--- src/rtl/hazard_pkg.sv ---
// Shared types for the hazard/forwarding controller: stage record layout and
// the EX operand-mux select encoding.
package hazard_pkg;
  // rd is stored at a fixed width so the record type is parameter-independent;
  // REG_AW must not exceed RD_W.
  localparam int RD_W = 8;
  typedef logic [RD_W-1:0] rd_t;

  typedef logic [1:0] fwd_sel_t;
  localparam fwd_sel_t FWD_RF  = 2'b00;
  localparam fwd_sel_t FWD_MEM = 2'b01;
  localparam fwd_sel_t FWD_WB  = 2'b10;

  typedef struct packed {
    logic valid;
    rd_t  rd;
    logic reg_write;
    logic mem_read;
  } stage_rec_t;
endpackage

--- src/rtl/hazard_stage_reg.sv ---
// One pipeline stage record: holds when en_i=0, loads a bubble when clr_i=1.
import hazard_pkg::*;

module hazard_stage_reg (
  input  logic       clk,
  input  logic       rst_n,
  input  logic       en_i,
  input  logic       clr_i,
  input  stage_rec_t d_i,
  output stage_rec_t q_o
);
  stage_rec_t rec_q;

  always_ff @(posedge clk or negedge rst_n) begin
    if (!rst_n)    rec_q <= '0;
    else if (en_i) rec_q <= clr_i ? '0 : d_i;
  end

  assign q_o = rec_q;
endmodule

--- src/rtl/hazard_fwd_ctrl.sv ---
// Load-use stall / bubble generation and registered EX operand forwarding
// selects for a 5-stage in-order pipe.
import hazard_pkg::*;

module hazard_fwd_ctrl #(
  parameter int REG_AW = 5,
  parameter int CNT_W  = 16
) (
  input  logic              clk,
  input  logic              rst_n,
  input  logic              id_valid,
  input  logic [REG_AW-1:0] id_rs,
  input  logic [REG_AW-1:0] id_rt,
  input  logic              id_rs_used,
  input  logic              id_rt_used,
  input  logic [REG_AW-1:0] id_rd,
  input  logic              id_reg_write,
  input  logic              id_mem_read,
  input  logic              mem_busy,
  input  logic              flush,
  output logic              stall_f,
  output logic              bubble_e,
  output logic [1:0]        fwd_a_sel,
  output logic [1:0]        fwd_b_sel,
  output logic [CNT_W-1:0]  stall_count
);
  stage_rec_t id_rec, ex_q, mem_q, wb_q;
  logic ex_a, ex_b, mem_a, mem_b, wb_a, wb_b;
  logic load_use, kill_ex, adv;
  fwd_sel_t fwd_a_q, fwd_a_d, fwd_b_q, fwd_b_d;
  logic [CNT_W-1:0] stall_cnt_q, stall_cnt_d;

  function automatic logic prod_match(stage_rec_t r, logic [REG_AW-1:0] src, logic used);
    return used && r.valid && r.reg_write && (r.rd == rd_t'(src)) && (r.rd != '0);
  endfunction

  // Youngest producer wins; a WB producer is already visible through the
  // regfile (write-before-read), so it resolves to the regfile path.
  function automatic fwd_sel_t pick(logic ex_m, logic mem_m, logic wb_m);
    if (ex_m)  return FWD_MEM;
    if (mem_m) return FWD_WB;
    if (wb_m)  return FWD_RF;
    return FWD_RF;
  endfunction

  always_comb begin
    id_rec           = '0;
    id_rec.valid     = id_valid;
    id_rec.rd        = rd_t'(id_rd);
    id_rec.reg_write = id_reg_write;
    id_rec.mem_read  = id_mem_read;
  end

  assign ex_a  = prod_match(ex_q,  id_rs, id_rs_used);
  assign ex_b  = prod_match(ex_q,  id_rt, id_rt_used);
  assign mem_a = prod_match(mem_q, id_rs, id_rs_used);
  assign mem_b = prod_match(mem_q, id_rt, id_rt_used);
  assign wb_a  = prod_match(wb_q,  id_rs, id_rs_used);
  assign wb_b  = prod_match(wb_q,  id_rt, id_rt_used);

  assign load_use = id_valid && ex_q.mem_read && (ex_a || ex_b);
  assign kill_ex  = load_use || flush;
  assign adv      = !mem_busy;

  // mem_busy freezes everything and masks flush; flush overrides load-use stall.
  assign stall_f  = rst_n && (mem_busy || (load_use && !flush));
  assign bubble_e = rst_n && !mem_busy && kill_ex;

  hazard_stage_reg u_ex  (.clk(clk), .rst_n(rst_n), .en_i(adv), .clr_i(kill_ex), .d_i(id_rec), .q_o(ex_q));
  hazard_stage_reg u_mem (.clk(clk), .rst_n(rst_n), .en_i(adv), .clr_i(1'b0),    .d_i(ex_q),   .q_o(mem_q));
  hazard_stage_reg u_wb  (.clk(clk), .rst_n(rst_n), .en_i(adv), .clr_i(1'b0),    .d_i(mem_q),  .q_o(wb_q));

  always_comb begin
    fwd_a_d = fwd_a_q;
    fwd_b_d = fwd_b_q;
    if (adv) begin
      fwd_a_d = kill_ex ? FWD_RF : pick(ex_a, mem_a, wb_a);
      fwd_b_d = kill_ex ? FWD_RF : pick(ex_b, mem_b, wb_b);
    end
    stall_cnt_d = (stall_f && stall_cnt_q != '1) ? stall_cnt_q + CNT_W'(1) : stall_cnt_q;
  end

  always_ff @(posedge clk or negedge rst_n) begin
    if (!rst_n) begin
      fwd_a_q     <= FWD_RF;
      fwd_b_q     <= FWD_RF;
      stall_cnt_q <= '0;
    end else begin
      fwd_a_q     <= fwd_a_d;
      fwd_b_q     <= fwd_b_d;
      stall_cnt_q <= stall_cnt_d;
    end
  end

  assign fwd_a_sel   = fwd_a_q;
  assign fwd_b_sel   = fwd_b_q;
  assign stall_count = stall_cnt_q;
endmodule

--- config.mk ---
export PLATFORM = sky130hd
export DESIGN_NAME = hazard_fwd_ctrl
export DESIGN_NICKNAME = d
export VERILOG_FILES = /design/src/rtl/hazard_pkg.sv /design/src/rtl/hazard_stage_reg.sv /design/src/rtl/hazard_fwd_ctrl.sv
export SDC_FILE = /design/constraint.sdc
export NUM_CORES = 1
export LEC_CHECK = 0
export ABC_AREA = 1
export CAP_MARGIN = 0
export CORE_MARGIN = 1.5
export CORE_UTILIZATION = 30
export DETAILED_ROUTE_END_ITERATION = 8
export DONT_BUFFER_PORTS = 1
export SETUP_SLACK_MARGIN = 0.4
export SLEW_MARGIN = 10
export SYNTH_ARGS = -nofsm -noshare
export SYNTH_HDL_FRONTEND = slang
export SYNTH_HIERARCHICAL = 1
export SYNTH_SLANG_ARGS = --single-unit
--- constraint.sdc ---
create_clock -name clk -period 2 [get_ports clk]
set_input_delay 0.1 -clock clk [delete_from_list [all_inputs] [get_ports clk]]
set_output_delay 0.1 -clock clk [all_outputs]
set_load 0.03 [all_outputs]
==> impl_metrics.csv <==
group,metric,value,unit
clocking,numCtsBuffers,5,
clocking,cts_sinks,41,
timing,rsz0062_at_grt,"yes",
setup_path,cp_slowest_cell,"dfrtp_1",
global_route,grt_pass1_vias,2335,
cells_and_area,area_delta_synth_final,32.6,%
detailed_routing,antenna_left,0,
synth,yosysWarnings,6,
setup_path,path_common_cell,"nor2_1",
cells_and_area,antenna_cells,0,
global_route,grt_usage,16.3,%
clocking,h-tree-depth,2,
timing,layout_min_cycle_time,1.93,ns
clocking,clk_pin_slew,0.09,ns
die,placementRows,33,
pwr,power_density,672,mW/mm2
timing,slew_viol_final,0,
outcome,status,"completed",
timing,fmax,519,MHz
setup_path,cp_cell_sequence,"inv_2, nor2_2, nor2_1, nand2_1, nor2_1, nand3_1, nand2_2, buf_4, nand3_4, a21oi_4, buf_6",
cells_and_area,drive_above_1_share,24.5,%
die,coreArea,0.00830,mm2
setup_path,critPathKind,"reg2out",
placement,routabilityCongestion,0.896,
placement,dp_hpwl,4920,um
pwr,finalPower,2.31,mW
placement,portBuffers,0,
cells_and_area,final_design_area_no_fill,0.00344,mm2
timing,finalHoldViolCount,0,
placement,post_dp_cell_area,0.00275,mm2
synth,syn_inst,354,
setup_path,cp_data_required_time,1.90,ns
die,initial_core_util,31.2,%
cells_and_area,final_common_cell,"nand2_1",
die,die_area,0.00921,mm2
die,io_pins,46,
timing,setup_viol,0,
run,cap_violations,0,
detailed_routing,wl,7200,um
cells_and_area,multi_input_area,0.00151,mm2
cells_and_area,utilization,41.4,%
min_path,hp-class,"in2reg",
clocking,cts_tree,"built",
die,die_h,96.0,um
detailed_routing,via_count,2459,
pwr,p_leak,1.76,nW
synth,syn_area_per_cell,7.32,um2
setup_path,cp-start-kind,"flop",
global_route,antenna_found_initial,0,
clocking,clock_path_buffers,2,
die,die_w,96.0,um
cells_and_area,seqCellArea,0.00104,mm2
detailed_routing,viasPerCell,4.87,
global_route,grt_pass1_wl,11600,um
timing,finalSetupTns,0,ns
timing,whs,0.0293,ns
setup_path,max_stage_delay,0.43,ns
global_route,grt_overflow,0,
detailed_routing,drc,0,
timing,fin_skew,0.00989,ns
cells_and_area,fin_nets,424,
clocking,clock_latency,0.30,ns
setup_path,arrival,1.83,ns
clocking,root_buffer,"clkbuf_8",
timing,period_share,96.3,%
cells_and_area,final_cell_mix,"nand2_1 (113), inv_1 (32), nand3_1 (30), dfrtp_1 (29), buf_4 (24)",
detailed_routing,drtPass1Iterations,4,
setup_path,end_kind,"output pin",
setup_path,cp_max_fo,4,
detailed_routing,drtIter0Drc,154,
cells_and_area,fill_cells,838,
global_route,grt_max_degree,60,
synth,synthesis.area,0.00259,mm2
detailed_routing,wl_per_cell,14.3,um
pwr,peakVddDrop,0.367,mV
## layer usage
metal / track usage, % / wire, um / vias to the layer above
li1: - / - / 1230
met1: 21.5 / 3250 / 1179
met2: 27.2 / 3530 / 46
met3: 3.32 / 348 / 4
met4: 4.04 / 71 / 0
met5: 0 / 0 / -
## power breakdown
part	switching, mW	leakage [nW]	internal, mW	total, mW
clock network	0.302	0.0681	0.496	0.798
logic	0.274	1.16	0.203	0.477
registers	0.134	0.536	0.901	1.03
total	0.709	1.76	1.60	2.31
## final cells by class
| class | instances | share of cell area [%] |
|---|---|---|
| multi-input combinational | 268 | 44.0 |
| timing repair inverter | 1 | 0.218 |
| tap | 105 | 3.82 |
| timing repair buffer | 45 | 13.3 |
| clock buffer | 5 | 2.00 |
| clock inverter | 3 | 1.89 |
| sequential | 41 | 30.3 |
| inverter | 37 | 4.55 |
## critical path, delay by kind of cell (launching register included)
| kind | cells | cell delay [ns] |
|---|---|---|
| DFF | 1 | 0.43 |
| and+or+nand+nor | 7 | 0.58 |
| buffers and inverters | 3 | 0.39 |
| AOI/OAI and AO/OA | 1 | 0.15 |
## metrics by stage
step | instances | setup slack, ns
2_1_floorplan | 357 | 0.414
3_3_place_gp | 465 | 0.238
3_5_place_dp | 465 | 0.197
4_1_cts | 496 | 0.0624
5_1_grt | 505 | -0.0685
6_report | 505 | 0.0735
## sequential cells by signal (all words and copies together), names as in the netlist
register     flops
fwd_a_sel        2
stall_count     16
fwd_b_sel        2
u_mem/q_o       10
u_ex/q_o        11
## worst paths after layout
path / startpoint / to / slack [ns] / cells past startpoint
worst max register to register: u_ex/q_o[5] / stall_count[4] / 0.11 / 13
worst min register to register: u_ex/q_o[0] / u_ex/q_o[0] / 0.48 / 2
worst max-delay path: u_ex/q_o[5] / stall_f / 0.07 / 11
worst min-delay path: rst_n / stall_count[0] / 0.03 / 3
min in group asynchronous: rst_n / u_ex/q_o[5] / 0.39 / 2
max in group asynchronous: rst_n / stall_count[0] / 1.37 / 2
## repair_timing
action | 4_1_cts | 5_1_grt
setup buffers | 7 | 8
resized for setup | 29 | 28
setup endpoints to repair | 27 | 30
endpoints found under the hold margin | 69 | 0
cloned | 2 | 1
pin swaps | 9 | 7
hold buffers | 14 | 0
Note: power is estimated with default switching activity, not from simulation.
